==> src/rtl/counter_pkg.sv <==
// rtl/counter_pkg.sv - shared states and constants for the up/down counter scheduler
package counter_pkg;

  typedef enum logic [1:0] {
    IDLE = 2'd0,
    RUN  = 2'd1,
    DONE = 2'd2
  } sched_state_t;

  localparam logic DIR_UP   = 1'b1;
  localparam logic DIR_DOWN = 1'b0;

  localparam logic REQ_A = 1'b0;
  localparam logic REQ_B = 1'b1;

endpackage

==> src/rtl/updown_counter_core.sv <==
// rtl/updown_counter_core.sv - WIDTH-bit wrapping up/down counter
module updown_counter_core
  import counter_pkg::*;
#(
  parameter int WIDTH = 4
) (
  input  logic             clk,
  input  logic             reset,
  input  logic             enable,
  input  logic             updown,
  output logic [WIDTH-1:0] count
);

  logic [WIDTH-1:0] r_count;

  // Natural modulo-2^WIDTH wrap in both directions; no saturation.
  always_ff @(posedge clk) begin
    if (reset) begin
      r_count <= '0;
    end else if (enable) begin
      if (updown == DIR_UP) begin
        r_count <= r_count + WIDTH'(1);
      end else begin
        r_count <= r_count - WIDTH'(1);
      end
    end
  end

  assign count = r_count;

endmodule

==> src/rtl/updown_count_scheduler.sv <==
// rtl/updown_count_scheduler.sv - round-robin arbiter and sequencer driving the shared counter
module updown_count_scheduler
  import counter_pkg::*;
#(
  parameter int WIDTH  = 4,
  parameter int STEP_W = 4
) (
  input  logic              clk,
  input  logic              reset,
  input  logic              req_valid_a,
  input  logic              req_dir_a,
  input  logic [STEP_W-1:0] req_steps_a,
  output logic              req_ready_a,
  input  logic              req_valid_b,
  input  logic              req_dir_b,
  input  logic [STEP_W-1:0] req_steps_b,
  output logic              req_ready_b,
  output logic [WIDTH-1:0]  count,
  output logic              updown,
  output logic              busy,
  output logic              owner,
  output logic              done,
  output logic              done_id
);

  sched_state_t      r_state;
  sched_state_t      w_next;
  logic              r_updown;
  logic              r_owner;
  logic              r_busy;
  logic              r_done;
  logic              r_done_id;
  logic              r_last;
  logic [STEP_W-1:0] r_remaining;

  logic              w_any;
  logic              w_sel;
  logic              w_sel_dir;
  logic [STEP_W-1:0] w_sel_steps;
  logic              w_xfer;
  logic              w_enable;

  // On contention the requester not granted last wins; r_last resets to B so A goes first.
  always_comb begin
    w_any = req_valid_a | req_valid_b;
    if (req_valid_a && req_valid_b) begin
      w_sel = ~r_last;
    end else if (req_valid_b) begin
      w_sel = REQ_B;
    end else begin
      w_sel = REQ_A;
    end
    w_sel_dir   = (w_sel == REQ_B) ? req_dir_b : req_dir_a;
    w_sel_steps = (w_sel == REQ_B) ? req_steps_b : req_steps_a;
  end

  assign w_xfer      = (r_state == IDLE) && w_any;
  assign req_ready_a = w_xfer && (w_sel == REQ_A);
  assign req_ready_b = w_xfer && (w_sel == REQ_B);
  assign w_enable    = (r_state == RUN);

  always_ff @(posedge clk) begin
    if (reset) begin
      r_state <= IDLE;
    end else begin
      r_state <= w_next;
    end
  end

  always_comb begin
    w_next = r_state;
    unique case (r_state)
      IDLE: begin
        if (w_xfer) begin
          w_next = (w_sel_steps != '0) ? RUN : DONE;
        end
      end
      RUN: begin
        if (r_remaining == STEP_W'(1)) begin
          w_next = DONE;
        end
      end
      DONE:    w_next = IDLE;
      default: w_next = IDLE;
    endcase
  end

  always_ff @(posedge clk) begin
    if (reset) begin
      r_updown    <= DIR_DOWN;
      r_owner     <= REQ_A;
      r_remaining <= '0;
      r_last      <= REQ_B;
      r_busy      <= 1'b0;
      r_done      <= 1'b0;
      r_done_id   <= REQ_A;
    end else begin
      r_busy <= (w_next != IDLE);
      r_done <= (w_next == DONE);
      if (w_xfer) begin
        r_updown    <= w_sel_dir;
        r_remaining <= w_sel_steps;
        r_owner     <= w_sel;
      end else if (w_enable) begin
        r_remaining <= r_remaining - STEP_W'(1);
      end
      // A zero-step command enters DONE straight from IDLE, before r_owner is loaded.
      if (w_next == DONE) begin
        r_done_id <= w_xfer ? w_sel : r_owner;
      end
      if (r_state == DONE) begin
        r_last <= r_owner;
      end
    end
  end

  updown_counter_core #(
    .WIDTH(WIDTH)
  ) u_core (
    .clk    (clk),
    .reset  (reset),
    .enable (w_enable),
    .updown (r_updown),
    .count  (count)
  );

  assign updown  = r_updown;
  assign busy    = r_busy;
  assign owner   = r_owner;
  assign done    = r_done;
  assign done_id = r_done_id;

endmodule

==> config.mk <==
export PLATFORM = sky130hd
export DESIGN_NAME = updown_count_scheduler
export DESIGN_NICKNAME = d
export VERILOG_FILES = /design/src/rtl/counter_pkg.sv /design/src/rtl/updown_counter_core.sv /design/src/rtl/updown_count_scheduler.sv
export SDC_FILE = /design/constraint.sdc
export NUM_CORES = 1
export LEC_CHECK = 0
export BUFFER_PORTS_ARGS = -buffer_cell sky130_fd_sc_hd__buf_2
export CORE_MARGIN = 10
export CORE_UTILIZATION = 45
export CTS_BUF_LIST = sky130_fd_sc_hd__clkbuf_4 sky130_fd_sc_hd__clkbuf_8 sky130_fd_sc_hd__clkbuf_16
export DETAILED_ROUTE_END_ITERATION = 10
export PLACE_DENSITY = 0.73
export SETUP_SLACK_MARGIN = 0.3
export SYNTH_ARGS = -nofsm -noshare
export SYNTH_HDL_FRONTEND = slang
export SYNTH_SLANG_ARGS = --single-unit
==> constraint.sdc <==
create_clock -name clk -period 1.56 [get_ports clk]
set_input_delay 0.312 -clock clk [delete_from_list [all_inputs] [get_ports clk]]
set_output_delay 0.312 -clock clk [all_outputs]
set_load 0.02 [all_outputs]
**Word level (Yosys, flattened, before mapping)**

Index checks and enable logic that the tools add are counted.

- Bits in registers: 16
- Input bits: 14
- Output and inout bits: 11
- Word-level logic and storage cells: 39

- Add/subtract/negate cells: 3
- Equal/unequal tests: 4
- Muxes and demuxes: 12
- Bitwise logic cells: 3
- Reductions and logical operators: 8

Operators with widths:

| kind | count |
|---|---|
| 4-bit 2-to-1 mux | 4 |
| 4-bit by 1-bit subtractor with 4-bit output (second input constant) | 2 |
| 2-bit 2-to-1 mux | 3 |
| 4-bit by 1-bit adder with 4-bit output (second input constant) | 1 |
| 2-bit equality test (second input constant) | 2 |
| 4-bit by 1-bit equality test with 1-bit output (second input constant) | 1 |
| 1-bit logical AND | 4 |
| 1-bit 2-to-1 mux | 4 |
| 2-bit case mux with 2 select lines | 1 |
| 2-bit nonzero test | 2 |
| 4-bit nonzero test | 1 |
| 2-bit by 1-bit equality test with 1-bit output (second input constant) | 1 |
| 2-bit logical NOT | 1 |
| 1-bit NOT | 2 |
| 1-bit bitwise OR | 1 |

**Longest topological paths before layout**

- Depth in word-level cells: 8
- Depth in mapped cells: 6
- Mapped depth without buffers: 6

**By module**

From an unflattened synthesis, not the netlist that was laid out.

- Cells, all modules: 96
- Area total of the unflattened synthesis: 884.6 um^2

Modules (own cells, without submodules):

| module | times used | cells an instance | area an instance (um^2) | sequential area each (um^2) |
|---|---|---|---|---|
| updown_count_scheduler | 1 | 72 | 650.6 | 240.2 |
| updown_counter_core | 1 | 24 | 234.0 | 80.1 |

**Worst setup path before layout**

No wires, ideal clock.

- Path type: register to register
- From: register r_updown, in the netlist updown
- To: register u_core.r_count[3], in the netlist u_core.count[3]
- Setup time: 0.123 ns
- Arrival time: 1.709 ns
- Required time: 1.437 ns
- Setup slack: -0.272 ns
- Cell stages (with the launch flop): 7
- Buffers on the path: 0
- Clock period less this slack: 1.832 ns
- Cell sequence: dfxtp_1 -> inv_1 -> ha_1 -> a21o_1 -> a21oi_1 -> mux2i_1 -> mux2_1

- Longest elaborated chain between the ends: 1

Ends and longest elaborated chain:

| what | RTL line | RTL |
|---|---|---|
| start: declaration | updown_count_scheduler.sv:28 | `logic r_updown;` |
| start signal: assignment | updown_count_scheduler.sv:101 | `r_updown <= w_sel_dir;` |
| 4-bit 2-to-1 mux | updown_counter_core.sv:21 | `if (updown == DIR_UP) begin` |
| end signal: assignment | updown_counter_core.sv:22 | `r_count <= r_count + WIDTH'(1);` |
| end signal: assignment | updown_counter_core.sv:24 | `r_count <= r_count - WIDTH'(1);` |
| end: declaration | updown_counter_core.sv:14 | `logic [WIDTH-1:0] r_count;` |

No other way between the ends.
A chain may end at the register's enable or synchronous reset.

**Worst setup path after layout**

Same ends and word-level chain as after synthesis.

==> summary.txt <==
================================================================================
Vias/cell                                                                  5.213
Number of antenna violations at the first check in global routing              0
Initial DRC Count                                                             23
Clock tree skew after final layout                                      5.065 ps
Flops & latches, synth                                                        16
CTS tree                                                                    done
Arrival time of the worst setup path                                     1760 ps
Net count, final                                                             164
Yosys warnings                                                                 0
Most common cell after layout, fill and taps aside                         buf_2
Total Die Area                                                          4131 µm²
Average instance area after synthesis                                  9.094 µm²
Peak clock frequency supported by timing                               629.7 MHz
Largest net degree at the start of global routing                             17
Hold WC Path Type                                                   input pin to flop
Result of the run                                                   finished, violations left
CTS Root Cell                                                           clkbuf_4
Time the final worst path needs with I/O delays and setup                1588 ps
CP Launch Type                                                              flop
Die X                                                                   64.28 µm
Number of buffers inserted during clock tree synthesis                         3
Final Hold Viols                                                               0
Part of the cycle the worst path needs                                    101.8%
Leakage Power                                                          0.6096 nW
Post-synth top area cell                                                 dfxtp_1
Max VDD drop                                                         0.0008342 V
Proportion of layout cells with a drive suffix above 1                    55.56%
Number of buffers inserted by port buffering                                  24
Portion of the post-synthesis area used by sequential elements            36.31%
Launch point of the worst path                                            updown
Post-Syn Nets                                                                116
Clock transition at the registers of the reported paths                    90 ps
RSZ-0062 raised after global routing                                        true
Largest cells by area after synthesis                               dfxtp_1 36%, ha_1 5.7%, nand2_1 4.7%, nor2_1 4.7%, a211oi_1 4.3%
Sum of overflow across all layers after global routing                         0
Number of levels the H-tree was split into                                     1
Effective utilization at floorplan                                        49.47%
CTS Buffer Depth                                                               2
Wire length reported by the detailed router                              2509 µm
Floorplan row count                                                           15
Setup Viol. Count Final                                                        1
Detail Placement HPWL                                                    1690 µm
Routed wire length per instance                                         14.85 µm
Vias in the first global route                                               919
Number of distinct library cells after synthesis                              32
Max-capacitance violation count                                                0
Count of vias placed by the detailed router                                  881
Pwr/cell area                                                       977.2 nW/µm²
Setup Slack @ Placement                                                -41.83 ps
Number of detailed-routing iterations run before antenna repair                6
Synthesis-to-layout area growth                                           53.62%
Die span in y                                                           64.28 µm
Diodes inserted                                                                0
Max-Slew Margin vs Limit                                                  77.81%
Core region area                                                        1783 µm²
Synthesized netlist cell count                                                97
Failing checks                                                      setup timing
Netlist area before placement                                          882.1 µm²
Slew Limit Fails                                                               0
Top-area cell type share of the netlist area                              36.31%
Hold_sp                                                                req_dir_b
Antenna-violating nets left                                                    0
Nature of the critical path endpoint                                        flop
Clock network latency to the later pin of the worst-skew pair             290 ps
GRT Total Usage                                                           11.50%
Critical path type                                                  flop to flop
Highest-count cells in the layout ignoring fill and taps            21 x buf_2, 14 x buf_4, 11 x buf_6
CP Max Fanout                                                                  4
Critical path required time                                              1740 ps
Reg2Reg Launch Point                                                      updown
Final weighted congestion in routability-driven placement                 0.7597
Sum Neg Setup Slack                                                    -28.14 ps
Final worst slack                                                      -28.14 ps
Actual transition at the worst max-transition pin                       330.0 ps
Global-route wire length before repair                                   3933 µm
DRC Markers                                                                    0
Number of sinks on the clock net                                              16
I/O pin count                                                                 25
================================================================================
-- timing repair --
item                                   4_1_cts  5_1_grt
setup buffers                                9        8
setup endpoints to repair                    9       15
pin swaps                                    9        9
cloned                                       0        0
hold buffers                                 0        0
endpoints found under the hold margin        0        0
gates resized for setup                     20       14
-- cell usage after synthesis --
master     n
and2_2     1
and2_1     1
nand2_1   11
a21o_1     1
a21boi_4   1
ha_1       4
dfxtp_1   16
o22a_2     1
xnor2_1    4
a21oi_1    6
nand2b_1   1
a31oi_1    2
mux2_4     1
inv_1      5
mux2_2     2
o211ai_1   1
or2_1      1
mux2_1     1
nand3b_1   2
nor2_1    11
a22oi_1    1
a211oi_1   5
clkbuf_1   2
nor3_1     2
mux2i_1    3
o21a_1     1
buf_2      1
nor2b_1    3
nor4_2     3
and2b_2    1
nand2b_2   1
fa_1       1
-- per-stage QoR --
step	instance area [µm²]	std cells	power [mW]	hold slack (ps)	util, %
final	1355	169	1.324	282.7	76.00
after detailed placement	1087	148	0.9641	511.1	60.98
after CTS	1247	161	1.259	270.8	69.96
after floorplan	910.9	97	0.8251	384.8	-
after global routing	1355	169	1.401	287.3	76.00
after global placement	1087	148	0.9414	494.6	60.98
-- per-layer routing --
layer | share of wire [%] | track usage, %
met5 | 0 | 0
met3 | 7.5 | 5.749
met1 | 38 | 11.35
met2 | 53 | 21.06
met4 | 1.1 | 2.406
-- state kept, by name (all words and copies together), names as in the netlist --
name and count:
updown 1, done_id 1, busy 1, r_state 2
done 1, r_remaining 4, r_last 1, u_core.count 4
owner 1
-- power by group --
group          total, mW  internal (mW)  switching [mW]
clock network      0.223         0.0929           0.130
logic              0.578          0.294           0.284
registers          0.523          0.468          0.0547
total               1.32          0.855           0.469
-- worst max-delay path, stage by stage (launching register included) --
cell     delay [ps]
dfxtp_4         370
inv_4            40
ha_1            330
a21oi_2         180
mux2i_1         220
mux2_1          330
-- layout make-up --
type                            instances  area (µm²)
Inverter                                5       21.27
Fill cell                             140       427.9
Timing Repair Buffer                   46       334.1
Sequential cell                        16       335.3
Tap cell                               25       31.28
Clock inverter                          1       3.754
Multi-Input combinational cell         73       606.8
Clock buffer                            3       22.52
-- path summary, 6_finish.rpt --
kind,end,depth (start not counted),slack (ps)
max,u_core.count[3],5,-30
min,updown,3,280
max reg2reg,u_core.count[3],5,-30
min reg2reg,u_core.count[1],2,520
-- kinds of logic (layout without fill, tap and decap cells) --
family | count (synthesis) | count (layout) | share of synthesized area [%]
mux | 7 | 7 | 8.936
buf+inv | 8 | 55 | 3.546
compound gates | 19 | 19 | 15.75
fa+ha+maj | 5 | 5 | 7.944
flops | 16 | 16 | 36.31
simple gates | 38 | 38 | 23.55
xor+xnor | 4 | 4 | 3.971
Power figures use the tool's default switching activity.
